**src/rtl/ram_loader.sv**
```systemverilog
// RAM loader: streams bytes into the CPU's 256x8 RAM through the MAR/write-strobe
// interface, with an optional read-back pass that compares additive checksums.
module ram_loader #(
  parameter logic [7:0] BASE_ADDR      = 8'h00,
  parameter bit         VERIFY_DEFAULT = 1'b1
) (
  input  logic       clk,
  input  logic       reset_n,
  input  logic       start,
  input  logic [8:0] length,
  input  logic       verify_en,
  input  logic [7:0] in_data,
  input  logic       in_valid,
  output logic       in_ready,
  output logic [7:0] ram_bas,
  output logic       ram_wsa,
  output logic [7:0] ram_bis,
  output logic       ram_ws,
  output logic       ram_we,
  input  logic [7:0] ram_bos,
  output logic       busy,
  output logic       done,
  output logic       error,
  output logic [7:0] wr_sum,
  output logic [7:0] rd_sum,
  output logic       cpu_hold
);

  typedef enum logic [2:0] {
    IDLE,
    FETCH,
    SETA,
    WR,
    VSETA,
    VRD,
    FIN
  } state_t;

  state_t     state;
  state_t     state_next;
  logic [7:0] addr;
  logic [8:0] len_q;
  logic [8:0] remain;
  logic       verify;
  logic [7:0] data_q;
  logic [7:0] wr_sum_q;
  logic [7:0] rd_sum_q;
  logic       err_q;
  logic       last;
  logic       fin_err;

  assign last = (remain == 9'd1);

  always_ff @(posedge clk) begin
    if (!reset_n) state <= IDLE;
    else          state <= state_next;
  end

  always_comb begin
    state_next = state;
    in_ready   = 1'b0;
    ram_wsa    = 1'b0;
    ram_ws     = 1'b0;
    ram_we     = 1'b0;
    done       = 1'b0;
    case (state)
      IDLE: begin
        if (start) state_next = (length == 9'd0) ? FIN : FETCH;
      end
      FETCH: begin
        in_ready = 1'b1;
        if (in_valid) state_next = SETA;
      end
      SETA: begin
        ram_wsa    = 1'b1;
        state_next = WR;
      end
      WR: begin
        ram_ws = 1'b1;
        if (last) state_next = verify ? VSETA : FIN;
        else      state_next = FETCH;
      end
      VSETA: begin
        ram_wsa    = 1'b1;
        state_next = VRD;
      end
      VRD: begin
        ram_we     = 1'b1;
        state_next = last ? FIN : VSETA;
      end
      FIN: begin
        done       = 1'b1;
        state_next = IDLE;
      end
      default: state_next = IDLE;
    endcase
  end

  // The byte counter is reloaded at the last write so the verify pass reuses it.
  always_ff @(posedge clk) begin
    if (!reset_n) begin
      addr     <= BASE_ADDR;
      len_q    <= 9'd0;
      remain   <= 9'd0;
      verify   <= VERIFY_DEFAULT;
      data_q   <= 8'h00;
      wr_sum_q <= 8'h00;
      rd_sum_q <= 8'h00;
      err_q    <= 1'b0;
    end else begin
      case (state)
        IDLE: begin
          if (start) begin
            len_q    <= length;
            remain   <= length;
            verify   <= verify_en;
            addr     <= BASE_ADDR;
            wr_sum_q <= 8'h00;
            rd_sum_q <= 8'h00;
            err_q    <= 1'b0;
          end
        end
        FETCH: begin
          if (in_valid) begin
            data_q   <= in_data;
            wr_sum_q <= wr_sum_q + in_data;
          end
        end
        WR: begin
          if (last) begin
            addr   <= BASE_ADDR;
            remain <= len_q;
          end else begin
            addr   <= addr + 8'd1;
            remain <= remain - 9'd1;
          end
        end
        VRD: begin
          rd_sum_q <= rd_sum_q + ram_bos;
          if (!last) begin
            addr   <= addr + 8'd1;
            remain <= remain - 9'd1;
          end
        end
        FIN: err_q <= fin_err;
        default: ;
      endcase
    end
  end

  // error is visible during the done cycle and then held by err_q.
  assign fin_err  = (state == FIN) && verify && (wr_sum_q != rd_sum_q);
  assign error    = err_q | fin_err;
  assign ram_bas  = ram_wsa ? addr : 8'h00;
  assign ram_bis  = ram_ws ? data_q : 8'h00;
  assign busy     = (state != IDLE);
  assign cpu_hold = busy;
  assign wr_sum   = wr_sum_q;
  assign rd_sum   = rd_sum_q;

endmodule

```
**config.mk**
```make
export PLATFORM = sky130hd
export DESIGN_NAME = ram_loader
export DESIGN_NICKNAME = d
export VERILOG_FILES = /design/src/rtl/ram_loader.sv
export SDC_FILE = /design/constraint.sdc
export NUM_CORES = 1
export LEC_CHECK = 0
export BUFFER_PORTS_ARGS = -buffer_cell sky130_fd_sc_hd__buf_2
export CAP_MARGIN = 20
export CORE_ASPECT_RATIO = 1.1
export CORE_MARGIN = 2
export CORE_UTILIZATION = 25
export DETAILED_ROUTE_END_ITERATION = 12
export PLACE_DENSITY = 0.47
export SYNTH_ARGS = -nofsm -noshare
export SYNTH_HDL_FRONTEND = slang
export SYNTH_SLANG_ARGS = --single-unit
export TNS_END_PERCENT = 5
```
**constraint.sdc**
```tcl
create_clock -name clk -period 2.8 [get_ports clk]
set_clock_uncertainty 0.1 [all_clocks]
set_input_delay 0 -clock clk [delete_from_list [all_inputs] [get_ports clk]]
set_output_delay 0 -clock clk [all_outputs]
set_load 0.005 [all_outputs]
```
Yosys cells after proc, flatten, opt, wreduce, memory -nomap -nowiden
Index checks and enable logic that the tools add are counted.
{ "word_totals": {"register_bits": 55, "elab_cells": 69} }
{ "op_classes": {"add_sub_neg": 4, "eq_ne": 11, "mux": 27, "bitwise_logic": 1, "n_reduce_logical": 17} }
{ "ops": {"columns": ["cell", "count"], "rows": [
  ["$mux 8", 6],
  ["$pmux 8 s2", 2],
  ["$mux 9", 3],
  ["$pmux 9 s3", 1],
  ["$pmux 8 s3", 1],
  ["$pmux 3 s6", 1],
  ["$add 8x8->8", 2],
  ["$mux 3", 4],
  ["$reduce_and 2->1", 5],
  ["$eq 3x3->1 const B", 3],
  ["$eq 9x1->1 const B", 1],
  ["$logic_not 9->1", 1],
  ["$sub 9x1->9 const B", 1],
  ["$add 8x1->8 const B", 1],
  ["$ne 8x8->1", 1],
  ["$eq 3x2->1 const B", 2],
  ["$mux 1", 6],
  ["$ne 2x2->1 const B", 3],
  ["$reduce_and 3->1", 2],
  ["$reduce_bool 2->1", 3],
  ["$reduce_bool 3->1", 2],
  ["$mux 2", 2],
  ["$eq 3x1->1 const B", 1],
  ["$logic_not 3->1", 1],
  ["4 further kinds", 5]
]} }

Longest topological paths before layout
Gate-level depths: netlist of run 1.
{ "depth": {"depth_word": 4, "depth_mapped": 8, "mapped_depth_nobuf": 7} }

Worst setup path before layout of run 1
No wires, ideal clock.
{ "synth_path": {"path_type": "register to register", "start": "register remain[0]", "end": "register remain[3]", "arrival_time_ns": 1.741, "required_ns": 2.583, "setup_slack_ns": 0.841, "path_stages_with_launch": 8, "path_buffers": 1, "period_less_slack_ns": 1.959, "cell_sequence": "dfxtp_1 -> ha_1 -> nor4b_2 -> a21oi_1 -> or2_1 -> clkbuf_1 -> and2_1 -> a32o_1"} }
{ "synth_via": {"elab_chain_cells": 3, "word_cells_on_any_way": 7} }
{ "synth_lines": {"columns": ["element", "line", "source"], "rows": [
  ["from (decl)", "43", "logic [8:0] remain;"],
  ["from (signal assigned)", "115", "remain <= length;"],
  ["from (signal assigned)", "132", "remain <= len_q;"],
  ["from (signal assigned)", "135", "remain <= remain - 9'd1;"],
  ["$sub 9x1->9 or $eq 9x1->1 (tied branches)", "135, 142, 52", null],
  ["$mux 9, or another cell as far along", "140", "if (!last) begin"],
  ["$pmux 9 s3 or $reduce_and 3->1 (tied branches)", null, null]
]} }
Several ways; a longest one is shown, not always the timed one. The select of a mux whose other input is x is not followed.
A chain may end at the register's enable or synchronous reset.

Worst setup path in the final report of run 1
{ "layout_path": {"start": "register state[0]", "end": "register addr[0]"} }
{ "layout_via": {"elab_chain_cells": 3, "word_cells_on_any_way": 8} }
{ "layout_lines": {"columns": ["element", "line", "source"], "rows": [
  ["from (decl)", "39", "state_t state;"],
  ["from (signal assigned)", "56", "else state <= state_next;"],
  ["$eq 3x3->1, or another cell as far along", "111", "case (state)"],
  ["$ne 2x2->1 (no source line) or $reduce_bool 3->1 (tied branches)", null, null],
  ["$reduce_and 3->1 (no source line)", null, null],
  ["to (signal assigned)", "134", "addr <= addr + 8'd1;"],
  ["to (signal assigned)", "141", "addr <= addr + 8'd1;"],
  ["to (decl)", "41", "logic [7:0] addr;"]
]} }
Several ways; a longest one is shown, not always the timed one.

==> flow_summary_export.csv, run 1 <==
group,metric,value,unit
detailed_routing,drc,0,
sta,hold_viol_final,0,
yosys,yosysUniqueCellTypes,62,
die,dieHeight,127.8,um
run_status,status,"complete, no violations",
cts,clk_pin_slew,0.08,ns
sta,relSlewSlack,56.81,%
cts,ctsRootBufferMaster,"clkbuf_16",
cts,h-tree-depth,2,
yosys,syn_nets,491,
die,dieArea,14900,um^2
cells_and_area,antenna_cells,0,
global_route,antenna_found_initial,0,
flow_run,maxCapViolCount,0,
yosys,synth_most_common_cell,"nand2_1",
cts,numCtsBuffers,5,
global_route,grt-ovfl-total,0,
global_route,grt_max_degree,29,
placed_design,io_buffers,69,
sta,fin_ws,0.4321,ns
detailed_routing,finalWirelength,10690,um
yosys,synth_edf_count,0,
cells_and_area,drive_above_1_share,18.04,%
detailed_routing,viasPerCell,4.961,
yosys,syn_avg_cell_area,7.887,um^2
setup_path,path_class,"reg2reg",
yosys,yosys.area.top_type,"dfxtp_1",
power_and_ir_drop,p_per_area,473.8,nW/um^2
detailed_routing,ant_nets,0,
sta,timing.fmax,0.4223,GHz
yosys,synth.top_cell.area_share,31.59,%
detailed_routing,drt-initial-drc-count,184,
placed_design,gp_congestion,0.8859,
placed_design,dpl_worst_slack,0.4846,ns
yosys,ys.flop_type,"dfxtp_1",
global_route,globalRouteTotalUtil,14.83,%
die,die_x,116.6,um
setup_path,crit_required,2.93,ns
yosys,synth_seq_cells,55,
sta,tightest_slew,0.6420,ns
yosys,synth-warning-count,0,
die,core_region_area,13740,um^2
die,initial_utilization,25.37,%
detailed_routing,wl_per_cell,15.08,um
cells_and_area,final_cells,709,
placed_design,dp_hpwl,8014,um
sta,final.setup.tns,0,ns
die,num_rows,45,
detailed_routing,drt_pre_antenna_iters,7,
power_and_ir_drop,peakVddDrop,0.0002957,V
die,ios,70,
cts,clockBufferDepth,2,
cells_and_area,nets,569,
cts,cts_tree,"done",
cts,clock_latency,0.30,ns
sta,post-route-period-util,84.57,%
sta,post-route-min-period,2.368,ns
setup_path,cp-end-kind,"flop",
power_and_ir_drop,power_leakage,1.816,nW
setup_path,startpoint_type,"flop",
global_route,first_global_vias,3489,
cells_and_area,area_delta_synth_final,24.98,%
yosys,yosys-top-cells-count,"nand2_1, dfxtp_1, a21oi_1, nor2_1, and2_1",
yosys,yosys-top-cells-area,"dfxtp_1, nand2_1, ha_1",
cts,cts_num_sinks,55,
yosys,ys_seq_area_share,31.59,%
yosys,syn_area,3486,um^2
placed_design,placed_cells,681,
sta,setup_viol,0,
setup_path,crit_arrival,2.50,ns
worst_hold_path,worst_hold_path_type,"in2reg",
sta,rsz0062_at_grt,"false",
yosys,asyncSetResetFlopFracSynth,0,%
yosys,synthCells,442,
setup_path,crit_fanout,17,
sta,drv_slew,0,
detailed_routing,via_count,3517,
global_route,grt_pass1_wl,17680,um
==> area by class of cell <==
class,count,area (um^2)
fill,1495,9382
multi-input combinational,349,2220
sequential,55,1101
timing repair buffer,97,605.6
tap,188,235.2
clock buffer,5,125.1
inverter,12,45.04
clock inverter,3,25.02
==> through the flow <==
stage	utilization (%)	cell area (um^2)	total power [mW]	hold slack, ns
final	31.71	4357	2.064	0.02706
after global routing	31.71	4357	2.181	0.05880
after CTS	31.71	4357	2.078	0.03390
after detailed placement	29.16	4006	1.401	0.1231
after global placement	29.16	4006	1.405	0.1122
after floorplan	-	3486	1.255	0.02415
==> routing by layer <==
layer | share of wire, % | vias to the layer above | track usage, %
met5 | 0 | - | 0
met4 | 1.4 | 0 | 3.875
met3 | 5.1 | 15 | 2.317
met1 | 45 | 1644 | 19.04
li1 | - | 1744 | -
met2 | 48 | 114 | 25.79
==> cells in the final DEF (no fill, tap or decap), types with 8 or more instances in the layout <==
cell type	synthesis	final
a21oi_1	41	41
a22oi_1	9	9
and2_1	19	19
buf_2	6	69
buf_4	2	8
dfxtp_1	55	55
dlygate4sd3_1	0	20
ha_1	17	17
inv_1	12	12
nand2_1	65	65
nand3_1	11	11
nor2_1	35	35
nor3_1	8	8
o21ai_0	14	14
xnor2_1	15	15
==> path summary, 6_finish.rpt <==
kind,startpoint,endpoint,slack (ns),cells after the start
max reg2reg,state[0],addr[0],0.43,5
min reg2reg,err_q,err_q,0.36,2
min,reset_n,verify,0.03,2
max,state[0],addr[0],0.43,5
==> critical path: stages, from the launching register on <==
cell and delay, ns:
dfxtp_1 0.69, nand3b_1 0.28, inv_1 0.48, a21oi_1 0.27, or3_1 0.36, a21oi_1 0.12
==> power breakdown <==
part | switching, mW | leakage, nW | internal, mW
clock | 0.318 | 0.0708 | 0.339
combinational | 0.298 | 1.30 | 0.210
sequential | 0.0670 | 0.447 | 0.831
==> cell families after synthesis <==
logic type | synth area share (%)
AO/OA/AOI/OAI | 23.87
adder cells (fa/ha/maj) | 7.250
AND/OR/NAND/NOR | 26.92
multiplexers | 0.8615
buffers and inverters | 4.738
XOR/XNOR | 4.774
flip-flops | 31.59
==> sequential cells by signal, indices dropped and copies added (netlist names) <==
name    count
wr_sum      8
rd_sum      8
len_q       9
data_q      8
state       3
err_q       1
remain      9
verify      1
addr        8
==> what timing repair did <==
action,in CTS,in global routing
endpoints found under the setup margin,0,0
setup buffers,0,0
gates resized for setup,0,0
hold endpoints to repair,27,0
hold buffers,20,0
(Power assumes the default switching activity.)
==> run 2, diff against run 1 <==
clock period = 2.26 ns   (was 2.8 ns; I/O delays follow)
==> flow_summary_export.csv, run 2 (synthesis gave the netlist of run 1 again) <==
group,metric,value,unit
run_status,status,"complete, no violations",
sta,post-route-min-period,2.186,ns
cells_and_area,nets,583,
die,dieHeight,127.8,um
cts,cts_setup_buffers,0,
cts,clockBufferDepth,2,
global_route,grt_max_degree,29,
global_route,grt-ovfl-total,0,
cts,ctsRootBufferMaster,"clkbuf_16",
cells_and_area,antenna_cells,0,
setup_path,cp-end-kind,"flop",
setup_path,crit_required,2.35,ns
cells_and_area,drive_above_1_share,20.19,%
detailed_routing,drt-initial-drc-count,160,
cts,clock_latency,0.30,ns
setup_path,reg2reg_slack,0.07,ns
setup_path,crit_fanout,15,
sta,fin_hold_ws,0.04893,ns
sta,post-route-period-util,96.73,%
cells_and_area,final_common_cell,"buf_2",
cells_and_area,reg.largest.list,"len_q (9), remain (9)",
detailed_routing,finalWirelength,10810,um
power_and_ir_drop,power_leakage,1.885,nW
global_route,grt_pass1_wl,17580,um
detailed_routing,ant_nets,0,
cts,cts_num_sinks,55,
placed_design,dpl_worst_slack,0.08034,ns
flow_run,maxCapViolCount,0,
cts,h-tree-depth,2,
sta,drv_slew,0,
sta,tightest_slew,0.5243,ns
die,initial_utilization,25.37,%
sta,rsz0062_at_grt,"true",
die,dieArea,14900,um^2
detailed_routing,drc,0,
sta,fin_ws,0.07386,ns
global_route,first_global_vias,3447,
cells_and_area,layout_common_cells,"buf_2, nand2_1, dfxtp_1, a21oi_1, nor2_1",
worst_hold_path,worst_hold_path_type,"in2reg",
power_and_ir_drop,p_per_area,577.2,nW/um^2
detailed_routing,viasPerCell,4.899,
placed_design,dp_hpwl,8159,um
cts,numCtsBuffers,5,
die,ios,70,
global_route,globalRouteTotalUtil,14.73,%
setup_path,startpoint_type,"flop",
sta,setup_viol,0,
global_route,antenna_found_initial,0,
cells_and_area,area_delta_synth_final,28.43,%
power_and_ir_drop,peakVddDrop,0.0002863,V
sta,timing.fmax,0.4574,GHz
placed_design,io_buffers,69,
sta,relSlewSlack,65.04,%
setup_path,path_class,"reg2reg",
cts,clk_pin_slew,0.08,ns
cts,cts_tree,"done",
die,die_x,116.6,um
die,num_rows,45,
die,core_region_area,13740,um^2
detailed_routing,drt_pre_antenna_iters,4,
placed_design,gp_congestion,0.9120,
detailed_routing,via_count,3542,
setup_path,crit_arrival,2.28,ns
sta,hold_viol_final,0,
detailed_routing,wl_per_cell,14.95,um
-- run 2: changes by cell type in the layout (fill, tap and decap cells not counted) --
cell | previous run | this run
buf_4 | 8 | 20
clkinv_4 | 0 | 2
inv_6 | 2 | 0
a21oi_1 | 41 | 40
a21oi_2 | 0 | 1
buf_6 | 0 | 1
dlygate4sd3_1 | 20 | 21
nor2_2 | 2 | 1
nor2_4 | 0 | 1
-- run 2: final timing paths --
| check | to | start | cells after the start |
|---|---|---|---|
| setup / recovery | verify | state[2] | 6 |
| hold / removal | remain[4] | reset_n | 3 |
| setup reg to reg | verify | state[2] | 6 |
| hold reg to reg | data_q[6] | data_q[6] | 2 |
-- run 2: power breakdown --
group          total, mW  switching (mW)  internal [mW]
logic              0.681           0.393          0.288
registers           1.10          0.0734           1.03
clock network      0.800           0.384          0.416
total               2.58           0.850           1.73
-- run 2: final cells by class --
cell class	instances	area [um^2]
clock buffers	5	125.1
clock inverters	3	25.02
fillers	1505	9261
inverters	12	45.04
multi-input cells	349	2228
flip-flops and latches	55	1101
well taps	188	235.2
repair buffers	111	716.9
-- run 2: per-stage QoR --
stage	utilization, %	instance area, um^2	instances	TNS (ns)	total power, mW
3_3_place_gp	29.87	4104	694	0	1.764
4_1_cts	32.50	4464	723	0	2.603
2_1_floorplan	-	3486	442	0	1.554
6_report	32.59	4477	723	0	2.584
3_5_place_dp	29.87	4104	694	0	1.768
5_1_grt	32.59	4477	723	-0.02331	2.726
-- run 2: layer usage --
| metal | part of all wire [%] | GRT usage, % |
|---|---|---|
| met1 | 44 | 18.84 |
| met2 | 49 | 25.21 |
| met3 | 6.1 | 2.837 |
| met4 | 1.5 | 4.014 |
| met5 | 0 | 0 |
-- run 2: critical path: stages (launching register included) --
cell and delay [ns]:
dfxtp_1 0.33, buf_4 0.19, or4b_1 0.56, buf_6 0.20, nand2_1 0.07, nand3_1 0.06
dlygate4sd3_1 0.57
-- run 2: what timing repair did --
item / in CTS / in global routing
setup endpoints to repair: 0 / 6
hold buffers: 21 / 0
resized for setup: 0 / 3
hold endpoints to repair: 28 / 0
